===== config.mk =====
export PLATFORM = sky130hd
export DESIGN_NAME = bias_loader
export DESIGN_NICKNAME = d
export VERILOG_FILES = /design/src/rtl/bias_loader.sv
export SDC_FILE = /design/constraint.sdc
export NUM_CORES = 1
export LEC_CHECK = 0
export ABC_AREA = 1
export CORE_MARGIN = 2
export CORE_UTILIZATION = 25
export CTS_CLUSTER_DIAMETER = 30
export CTS_CLUSTER_SIZE = 40
export DETAILED_ROUTE_END_ITERATION = 16
export GPL_TIMING_DRIVEN = 0
export PLACE_DENSITY = 0.4
export SETUP_SLACK_MARGIN = 0.02
export SLEW_MARGIN = 40
export SYNTH_ARGS = -nofsm -noshare
export SYNTH_HDL_FRONTEND = slang
export SYNTH_SLANG_ARGS = --single-unit

===== constraint.sdc =====
create_clock -name clk_i -period 3.05 [get_ports clk_i]
set_input_delay 0.4575 -clock clk_i [delete_from_list [all_inputs] [get_ports clk_i]]
set_output_delay 0.4575 -clock clk_i [all_outputs]
set_load 0.01 [all_outputs]

===== src/rtl/bias_loader.sv =====
`default_nettype none
// ============================================================================
// Module   : bias_loader
// Brief    : Reloadable per-channel bias bank. Assembles byte-serial beats into
//            WIDTH-bit words in a shadow bank and commits all channels at once.
// Revision : 1.0 - initial release
// ============================================================================
module bias_loader #(
    parameter int K_CHANNELS = 4,
    parameter int WIDTH      = 32,
    parameter int IN_WIDTH   = 8
) (
    input  logic                          clk_i,
    input  logic                          rst_i,
    input  logic                          start_i,
    input  logic [IN_WIDTH-1:0]           s_data_i,
    input  logic                          s_valid_i,
    output logic                          s_ready_o,
    output logic [K_CHANNELS*WIDTH-1:0]   bias_o,
    output logic                          loading_o,
    output logic                          done_o,
    output logic                          loaded_o
);

    localparam int BEATS  = WIDTH / IN_WIDTH;
    localparam int BEAT_W = (BEATS > 1) ? $clog2(BEATS) : 1;
    localparam int WORD_W = (K_CHANNELS > 1) ? $clog2(K_CHANNELS) : 1;

    localparam logic [BEAT_W-1:0] C_LAST_BEAT = BEAT_W'(BEATS - 1);
    localparam logic [WORD_W-1:0] C_LAST_WORD = WORD_W'(K_CHANNELS - 1);

    if ((WIDTH % IN_WIDTH) != 0) begin : g_width_check
        $error("bias_loader: WIDTH must be a multiple of IN_WIDTH");
    end

    typedef enum logic [1:0] {
        S_IDLE   = 2'd0,
        S_LOAD   = 2'd1,
        S_COMMIT = 2'd2
    } state_t;

    state_t                               r_state;
    logic [K_CHANNELS-1:0][WIDTH-1:0]     r_shadow;
    logic [BEAT_W-1:0]                    r_beat_cnt;
    logic [WORD_W-1:0]                    r_word_cnt;

    logic w_accept;
    logic w_last_beat;
    logic w_last_word;

    assign w_accept    = s_valid_i & s_ready_o;
    assign w_last_beat = (r_beat_cnt == C_LAST_BEAT);
    assign w_last_word = (r_word_cnt == C_LAST_WORD);

    always_ff @(posedge clk_i) begin
        if (rst_i) begin
            r_state    <= S_IDLE;
            r_shadow   <= '0;
            r_beat_cnt <= '0;
            r_word_cnt <= '0;
            s_ready_o  <= 1'b0;
            bias_o     <= '0;
            loading_o  <= 1'b0;
            done_o     <= 1'b0;
            loaded_o   <= 1'b0;
        end else begin
            done_o <= 1'b0;
            case (r_state)
                S_IDLE: begin
                    if (start_i) begin
                        r_state    <= S_LOAD;
                        r_beat_cnt <= '0;
                        r_word_cnt <= '0;
                        s_ready_o  <= 1'b1;
                        loading_o  <= 1'b1;
                    end
                end
                S_LOAD: begin
                    if (w_accept) begin
                        r_shadow[r_word_cnt][r_beat_cnt*IN_WIDTH +: IN_WIDTH] <= s_data_i;
                        if (w_last_beat) begin
                            r_beat_cnt <= '0;
                            if (w_last_word) begin
                                r_state   <= S_COMMIT;
                                s_ready_o <= 1'b0;
                                loading_o <= 1'b0;
                            end else begin
                                r_word_cnt <= r_word_cnt + 1'b1;
                            end
                        end else begin
                            r_beat_cnt <= r_beat_cnt + 1'b1;
                        end
                    end
                end
                S_COMMIT: begin
                    // Whole bank moves in one edge so consumers never see a mix of layers.
                    bias_o   <= r_shadow;
                    done_o   <= 1'b1;
                    loaded_o <= 1'b1;
                    r_state  <= S_IDLE;
                end
                default: begin
                    r_state   <= S_IDLE;
                    s_ready_o <= 1'b0;
                    loading_o <= 1'b0;
                end
            endcase
        end
    end

endmodule
`default_nettype wire


# Yosys cells after proc, flatten, opt, wreduce, memory -nomap -nowiden
# Index checks and enable logic that the tools add are counted.
# word_totals
ff_bits,265
wordCells,59
# classes
n_addsub,3
n_lt_le_gt_ge,2
n_eq_ne,9
n_shift,2
muxes,22
bitwise,2
reduce_logical,8
# op_table
cell,count
128-bit bitwise mux,1
32-bit demux with 2-bit select,1
5-bit negation with 34-bit output,1
8-bit by 34-bit variable shift with 32-bit output (first input constant),1
8-bit by 34-bit variable part select with 32-bit output,1
32-bit two-way mux,1
2-bit two-way mux,10
2-bit one-hot mux with 2 select lines,3
2-bit != test (second input constant),5
5-bit AND reduction,2
2-bit equality test (second input constant),3
1-bit two-way mux,5
2-bit by 1-bit adder with 2-bit output (second input constant),2
4-bit AND reduction,1
2-bit by 3-bit less-than comparator with 1-bit output (second input constant),1
1-bit one-hot mux with 3 select lines,1
3-bit AND reduction,1
2-bit by 1-bit equality test with 1-bit output (second input constant),1
2-bit by 1-bit >= comparator with 1-bit output (second input constant),1
2-bit logical NOT,1
2-bit AND reduction,1
2-bit nonzero test,1
1-bit bitwise AND,1
1-bit logical AND,1
1-bit NOT,1

# Logic depth before layout (Yosys ltp)
# Gate-level depths: netlist (run 1).
# logic_depth
depth_word,5
ltp_mapped,9

# Worst setup path before layout (run 1)
# OpenSTA, ideal clock, no wires.
# synth_timing
path_kind,reg-to-reg
start,register r_beat_cnt[0]
end,register r_shadow[15] (netlist name)
setup_ns,0.070
t_arrival_ns,1.798
required_time_ns,2.980
path_slack_ns,1.181
path_stages_with_launch,9
path_buffers,1
synth_period_minus_slack_ns,1.869
path_cell_list,dfxtp_1 > buf_6 > clkinv_1 > ha_1 > inv_2 > nand2_1 > nor3_1 > nand2_1 > a21oi_1
# synth_between
elab_chain_len,5
elab_cells_between_ends,6
# synth_lines
element,line_no,rtl
"start, declared",44,logic [BEAT_W-1:0] r_beat_cnt;
"start signal, assigned",91,r_beat_cnt <= r_beat_cnt + 1'b1;
5-bit negation with 34-bit output *,80,r_shadow[r_word_cnt][r_beat_cnt*IN_WIDTH +: IN_WIDTH] <= s_data_i;
8-bit by 34-bit variable shift with 32-bit output,80,
32-bit two-way mux (not written as such),80,
32-bit demux with 2-bit select,80,
128-bit bitwise mux *,80,
"end signal, assigned by index",80,
"end, declared",43,logic [K_CHANNELS-1:0][WIDTH-1:0] r_shadow;
# Mark *: on every way between the ends. The rest lies on a longest branch, timed or not.
# A chain may end at the register's enable or synchronous reset.

# Worst setup path in the final report (run 1)
# layout_timing
start,register r_beat_cnt[0]
end,register r_shadow[26] (netlist name)
# Same word-level chain as after synthesis.

==> out/qor.csv, run 1 <==
metric;value;unit
synth-seq-area-share;54.7;%
grt_pass1_vias;8485;
min_period;2640;ps
cts_buffers;61;
gp_congestion;0.808;
final_nets;1470;
clkPwrFrac;59.4;%
yosys_warnings;0;
outcome;finished clean;
die_w;201;um
max-slew-margin-rel;47.0;%
period_share;86.5;%
avgSynthCellArea;7.81;um2
portBuffers;142;
ys_ff_latch;265;
cp-start-kind;register;
grt_max_degree;16;
p_sw;2.62;mW
cts_root_buffer;clkbuf_16;
leakagePower;5.41;nW
synth.top_cell.area_share;54.7;%
finalHoldViolations;0;
grt_overflow;0;
worst_slew_pin_slew;788;ps
routedWlPerCell;16.3;um
cap_violations;0;
htreeDepth;2;
setup_violations;0;
cts_buffer_depth;3;
fin_skew;12.8;ps
yosysTopAreaCell;dfxtp_1;
pwr-share-seq;32.2;%
drtPass1Iterations;5;
cts_setup_buffers;0;
ctsResizeCount;0;
worstPathArrival;3150;ps
diodes;0;
slew_violations;0;
drt_iter0_drc;583;
die_area;40400;um2
die_h;201;um
synthToLayoutAreaGrowth;44.3;%
synth_cell_types;24;
clkTransAtPathRegs;40;ps
cp_max_fo;10;
drc;0;
syn_area;9700;um2
synth_area_leaders;dfxtp_1 (55%), nor2_1 (17%), o21ai_0 (12%);
rsz0062_at_grt;false;
drive_above_1_share;11.1;%
layout_common_cells;nor2_1 (443), dfxtp_1 (265), o21ai_0 (230);
netSwitchingFraction;23.0;%
cts_hold_buf;0;
vias;8716;
fmax;0.379;GHz
hpwlAfterDp;23600;um
io_pins;144;
antenna_found_initial;0;
wl;32800;um
syn_inst;1243;
peakVddDrop;0.000431;V
critPathCaptureType;register;
hp-class;in2reg;
final_util;36.4;%
floorplan.initialDensity;25.2;%
powerDensity;815;nW/um2
syn_nets;1265;
combPwrFrac;8.3;%
cts_sinks;265;
final_common_cell;nor2_1;
drtAntennaViolNets;0;
grt_pass1_wl;49800;um
clk_latency;590;ps
core_area;38500;um2
setup_tns;0;ps
crit_type;reg2reg;
grt_use_total;16.2;%
intPower;8.79;mW
required;3570;ps
cts_tree;built;
fp-row-count;72;
r2r_slack;410;ps
routed_via_density;4.32;
-- cell type report --
cell class	count	area [um2]
Fill cell	4094	24500
Sequential cell	265	5310
Multi-Input combinational cell	866	3970
Clock buffer	90	1860
Timing Repair Buffer	142	1420
Tap cell	518	648
Clock inverter	23	329
Buffer	61	282
Inverter	51	191
-- final timing paths --
check,start,to,cells past startpoint
max reg2reg,r_beat_cnt[0],r_shadow[26],8
max,r_beat_cnt[0],r_shadow[26],8
min,rst_i,r_shadow[63],2
min reg2reg,r_shadow[54],r_shadow[54],2
-- metrics by stage --
step           hold WS (ps)  instance area (um2)  setup slack (ps)  power [mW]  std cells
3_3_place_gp            447                11800               195        4.69       1903
4_1_cts                 250                14000               419        11.6       2016
2_1_floorplan           429                 9700              1180        4.25       1243
5_1_grt                 304                14000               204        11.9       2016
6_report                272                14000               413        11.4       2016
3_5_place_dp            450                11800               441        4.70       1903
-- power by group through the flow --
stage | clock, mW | sequential [mW] | combinational (mW)
final | 6.78 | 3.68 | 0.950
after floorplan | 0 | 3.77 | 0.473
after CTS | 6.93 | 3.68 | 0.962
after global routing | 7.10 | 3.69 | 1.05
after detailed placement | 0 | 3.74 | 0.958
after global placement | 0 | 3.74 | 0.950
-- worst max-delay path, cell delays in order, from the launching register on --
cell and delay, ps:
dfxtp_1 420, buf_6 160, clkinv_1 290, ha_1 460
inv_1 100, nand2_1 180, nor2_1 640, o21ai_0 190
a21oi_1 130
-- Yosys cell counts (all sizes together) --
cell type / count
nor3: 18
dfxtp: 265
clkinv: 1
ha: 10
buf: 22
nand3: 12
nand4: 1
inv: 50
nor2: 453
nand2: 88
o211ai: 1
clkbuf: 39
o21ai: 230
a21oi: 53
-- routing by layer --
metal	up-vias	GRT usage, %	part of all wire, %
li1	4447	-	-
met1	3980	21.7	48
met2	221	25.2	45
met3	68	3.21	5.1
met4	0	6.85	2.8
met5	-	0	0
-- registers in the layout, summed over array words and instances, names as in the netlist --
| signal | cells |
|---|---|
| bias_o | 128 |
| r_state | 2 |
| r_word_cnt | 2 |
| r_beat_cnt | 2 |
| r_shadow | 128 |
| done_o | 1 |
| loading_o | 1 |
| loaded_o | 1 |
-- logic make-up (layout without fill, tap and decap cells) --
logic type	count (synthesis)	count (layout)	share of synthesized area, %
adder cells (fa/ha/maj)	10	10	1.29
flip-flops	265	265	54.7
AND/OR/NAND/NOR	572	572	24.5
buffers and inverters	112	367	4.87
AO/OA/AOI/OAI	284	284	14.7
(Power assumes the default switching activity.)
==> run 2: changes to the inputs <==
ABC_AREA = not set   (was 1)
CORE_MARGIN = 5   (was 2)
==> out/qor.csv, run 2 <==
metric;value;unit;change
final_nets;1321;;-10%
drc;0;;unchanged
vias;8101;;-7.1%
pre_cts_ws;435;ps;-5.78 ps
syn_nets;1098;;-13%
portBuffers;143;;+0.70%
cap_violations;0;;unchanged
slew_violations;0;;unchanged
cts_tree;built;;
required;3520;ps;-50 ps
htreeDepth;3;;+1
hp-class;reg2reg;;
synth_cell_types;33;;+38%
cp_max_fo;9;;-1
max-slew-margin-rel;52.5;%;+5.4 points
cts_setup_buffers;0;;unchanged
finalHoldViolations;0;;unchanged
yosysTopAreaCell;dfxtp_1;;
cts_buffer_depth;3;;unchanged
min_period;2400;ps;-237 ps
yosysMostFrequentCell;nand2_1;;
outcome;finished clean;;
fp-row-count;74;;+2.8%
cts_root_buffer;clkbuf_16;;
cp-start-kind;register;;
syn_inst;1076;;-13%
routedWlPerCell;17.8;um;+9.6%
setup_tns;0;ps;unchanged
rsz0062_at_grt;false;;
routed_via_density;4.28;;-1.0%
syn_area;10200;um2;+5.6%
drtAntennaViolNets;0;;unchanged
grt_use_total;15.0;%;-1.1 points
worst_slew_pin_slew;713;ps;-75.4 ps
crit_start;r_beat_cnt[0];;
reg.largest.list;bias_o x128, r_shadow x128;;
grt_pass1_wl;51700;um;+3.8%
leakagePower;6.06;nW;+12%
crit_end;r_shadow[116];;
period_share;78.7;%;-7.8 points
final_common_cell;nand2_1;;
hpwlAfterDp;24100;um;+2.1%
die_w;212;um;+5.7%
die_area;45100;um2;+12%
async_flop_share;0;%;unchanged
synth_edf_count;0;;unchanged
grt_overflow;0;;unchanged
reg2reg_depth;6;;-2
clkTransAtPathRegs;40;ps;about the same
fin_cells;1893;;-6.1%
clk_latency;570;ps;-20 ps
gp_congestion;0.788;;-2.5%
setup_violations;0;;unchanged
layout_common_cells;nand2_1 (274), dfxtp_1 (265), clkdlybuf4s50_1 (143);;
worstPathArrival;2870;ps;-280 ps
fmax;0.417;GHz;+9.9%
synth_area_leaders;dfxtp_1 (52%), mux2i_1 (13%), nand2_1 (10%);;
peakVddDrop;0.000385;V;-11%
yosys_warnings;0;;unchanged
floorplan.initialDensity;25.2;%;-0.061 points
synth_commonest_cells;nand2_1 (274), dfxtp_1 (265), a21oi_1 (131), nand2b_1 (131), mux2i_1 (130);;
grt_pass1_vias;8486;;+0.012%
powerDensity;777;nW/um2;-4.6%
ys_ff_latch;265;;unchanged
core_area;40700;um2;+5.9%
worst_slack;650;ps;+237 ps
cts_sinks;265;;unchanged
grt_max_degree;11;;-5
drt_iter0_drc;422;;-28%
synth_ff_type;dfxtp_1;;
avgSynthCellArea;9.53;um2;+22%
place_inst;1751;;-8.0%
cts_buffers;78;;+28%
r2r-end;r_shadow[116];;
critPathCaptureType;register;;
drive_above_1_share;14.3;%;+3.3 points
r2r_slack;650;ps;+240 ps
io_pins;144;;unchanged
final_util;36.8;%;+0.44 points
ctsResizeCount;0;;unchanged
synth-seq-area-share;51.8;%;-2.9 points
die_h;212;um;+5.7%
synth.top_cell.area_share;51.8;%;-2.9 points
synthToLayoutAreaGrowth;46.4;%;
drtPass1Iterations;4;;-1
wl;33800;um;+2.9%
crit_type;reg2reg;;
fin_skew;20.3;ps;+7.51 ps
cts_hold_buf;0;;unchanged
regToRegStartpoint;r_beat_cnt[0];;
antenna_found_initial;2;;+2
min_from;bias_o[38];;
-- run 2: cell types whose count changed in the layout (fill, tap and decap cells not counted), sizes merged, moves of 45 or more --
| cell | change |
|---|---|
| a21oi | +78 |
| nand2 | +186 |
| o21ai | -230 |
| nand2b | +132 |
| mux2i | +130 |
| nor2 | -447 |
| inv | -45 |
-- run 2: worst min path at each step --
stage | to | cells past startpoint
6_report | bias_o[38] | 2
5_1_grt | bias_o[109] | 2
4_1_cts | bias_o[7] | 2
3_5_place_dp | bias_o[94] | 2
3_3_place_gp | bias_o[95] | 2
2_1_floorplan | bias_o[0] | 2
-- run 2: routing by layer --
layer	track usage, %	share of wire [%]	vias up
met4	4.57	1.9	0
met3	3.97	5.2	63
met1	20.7	48	3805
met2	23.3	45	185
li1	-	-	4048
met5	0	0	-
-- run 2: kinds of logic (layout without fill, tap and decap cells) --
group | after synthesis | count (layout) | share of synthesized area, %
other | 0 | 1 | 0
buffers and inverters | 75 | 359 | 3.58
AO/OA/AOI/OAI | 133 | 133 | 6.69
AND/OR/NAND/NOR | 463 | 463 | 24.1
flip-flops | 265 | 265 | 51.8
adder cells (fa/ha/maj) | 10 | 10 | 1.22
multiplexers | 130 | 130 | 12.7
-- run 2: power breakdown --
part / total (mW) / internal (mW) / switching, mW
sequential: 3.49 / 3.49 / 0.00638
clock: 7.95 / 5.72 / 2.23
combinational: 0.222 / 0.0775 / 0.144
-- run 2: area by class of cell --
class                   count  area [um2]
diodes                      1        2.50
plain buffers              70         348
clock buffers             113        2370
clock inverters            28         294
fillers                  4184       25700
inverters                   5        18.8
multi-input cells         736        4580
flip-flops and latches    265        5310
well taps                 532         666
repair buffers            143        1430
-- run 2: critical path, stage by stage, from the launching register on --
cell and delay, ps:
dfxtp_1 380, buf_2 260, inv_1 120, ha_1 470, nor4b_4 490, nand3b_1 360, mux2i_1 230
-- run 2: per-stage QoR --
stage	hold WS, ps	total power [mW]	instance area, um2
6_report	449	11.7	15000
5_1_grt	464	12.1	15000
4_1_cts	450	11.8	15000
3_5_place_dp	445	3.77	12300
3_3_place_gp	442	3.78	12300
2_1_floorplan	432	3.67	10200
==> run 3: changes to the inputs <==
clock period = 2.29 ns   (was 3.05 ns; I/O delays follow)
==> out/qor.csv, run 3 (synthesis gave the netlist of run 2 again) <==
metric;value;unit;change
drtPass1Iterations;5;;+1
cap_violations;0;;unchanged
grt_pass1_wl;51700;um;about the same
cp_cell_sequence;buf_4, clkdlybuf4s50_1;;
p_sw;3.18;mW;+33%
hpwlAfterDp;24100;um;unchanged
period_share;91.0;%;
use_met1;20.7;%;about the same
r2r-end;r_shadow[119];;
worst_slew_pin_slew;725;ps;+12.0 ps
layout_common_cells;nand2_1 (272), dfxtp_1 (265), clkdlybuf4s50_1 (143);;
regToRegStartpoint;r_beat_cnt[0];;
final_util;36.9;%;+0.071 points
crit_end;s_ready_o;;
grt_use_total;15.0;%;about the same
cts_root_buffer;clkbuf_16;;
leakagePower;6.07;nW;+0.23%
wl;33800;um;+0.14%
cp-start-kind;register;;
fp-row-count;74;;unchanged
slew_violations;0;;unchanged
worst_slack;207;ps;-443 ps
routedWlPerCell;17.8;um;about the same
crit_start;loading_o;;
min_period;2080;ps;
fin_skew;20.4;ps;+0.0491 ps
fmax;0.480;GHz;
reg.largest.list;bias_o x128, r_shadow x128;;
slowest_stage;clkdlybuf4s50_1;;
critPathCaptureType;output pin;;
portBuffers;143;;unchanged
drc;0;;unchanged
place_inst;1751;;unchanged
htreeDepth;3;;unchanged
cts_tree;built;;
gp_congestion;0.788;;unchanged
powerDensity;1030;nW/um2;+33%
clk_latency;570;ps;about the same
cts_sinks;265;;unchanged
pre_cts_ws;-211;ps;-646 ps
routed_via_density;4.28;;+0.10%
drt_iter0_drc;417;;-1.2%
antenna_found_initial;2;;unchanged
outcome;finished clean;;
max_stage_delay;530;ps;+40 ps
grt_max_degree;11;;unchanged
use_met3;3.97;%;unchanged
busiest_layer;met2;;
peakVddDrop;0.000512;V;+33%
max-slew-margin-rel;51.7;%;-0.80 points
clkPwrFrac;68.2;%;about the same
cp_max_fo;8;;-1
pwr-share-seq;29.9;%;about the same
crit_type;reg2out;;
worstPathArrival;1740;ps;-1130 ps
cts_buffer_depth;3;;unchanged
cts_buffers;78;;unchanged
hp-class;in2reg;;
rsz0062_at_grt;false;;
holdWs;431;ps;-18.1 ps
reg2reg_depth;7;;+1
netSwitchingFraction;20.4;%;about the same
drive_above_1_share;14.8;%;+0.42 points
combPwrFrac;1.9;%;about the same
core_area;40700;um2;unchanged
die_area;45100;um2;unchanged
io_pins;144;;unchanged
power;15.5;mW;+33%
final_common_cell;nand2_1;;
grt_pass1_vias;8494;;+0.094%
vias;8118;;+0.21%
synthToLayoutAreaGrowth;46.7;%;
grt_overflow;0;;unchanged
die_h;212;um;unchanged
drtAntennaViolNets;0;;unchanged
clkTransAtPathRegs;40;ps;about the same
min_from;start_i;;
floorplan.initialDensity;25.2;%;unchanged
r2r_slack;210;ps;-440 ps
setup_violations;0;;unchanged
met2_usage;23.3;%;about the same
final_nets;1323;;+0.15%
fin_cells;1895;;+0.11%
die_w;212;um;unchanged
required;1950;ps;-1570 ps
intPower;12.4;mW;+33%
finalHoldViolations;0;;unchanged
cts_hold_buf;0;;unchanged
==> run 3: how the worst min path moves through the flow <==
| stage | endpoint | cells past startpoint |
|---|---|---|
| floorplan | bias_o[0] | 2 |
| CTS | r_state[0] | 3 |
| detailed placement | bias_o[94] | 2 |
| global placement | bias_o[95] | 2 |
| finish | r_state[0] | 3 |
| global route | bias_o[109] | 2 |
==> run 3: final cells by class <==
| class | instances | area [um2] |
|---|---|---|
| antenna | 1 | 2.50 |
| buffer | 69 | 347 |
| clock buffer | 113 | 2370 |
| clock inverter | 28 | 294 |
| fill | 4186 | 25700 |
| inverter | 5 | 18.8 |
| multi-input combinational | 736 | 4590 |
| sequential | 265 | 5310 |
| tap | 532 | 666 |
| timing repair buffer | 146 | 1450 |
==> run 3: worst max-delay path, delay by kind of cell, from the launching register on <==
family	cells	cell delay, ps
flip-flops	1	490
buffers and inverters	2	690
==> run 3: timing repair <==
item | CTS | global route
setup buffers | 1 | 2
pin swaps | 0 | 1
hold endpoints to repair | 0 | 0
resized for setup | 0 | 5
setup endpoints to repair | 21 | 119
==> run 3: routing by layer <==
metal	vias up	wire (um)	part of all wire, %
li1	4045	-	-
met1	3818	16300	48
met2	189	15100	45
met3	66	1810	5.4
met4	0	674	2.0
met5	-	0	0
==> run 3: power by group through the flow <==
stage | registers, mW | clock network, mW | logic [mW]
3_5_place_dp | 4.73 | 0 | 0.299
6_report | 4.65 | 10.6 | 0.296
4_1_cts | 4.65 | 10.8 | 0.300
3_3_place_gp | 4.73 | 0 | 0.301
5_1_grt | 4.65 | 11.1 | 0.315
2_1_floorplan | 4.72 | 0 | 0.167
==> run 3: stage by stage <==
step / instance area, um2 / setup TNS (ps)
global placement: 12300 / -11430
global route: 15000 / 0
CTS: 15000 / 0
detailed placement: 12300 / -8240
floorplan: 10200 / 0
finish: 15000 / 0
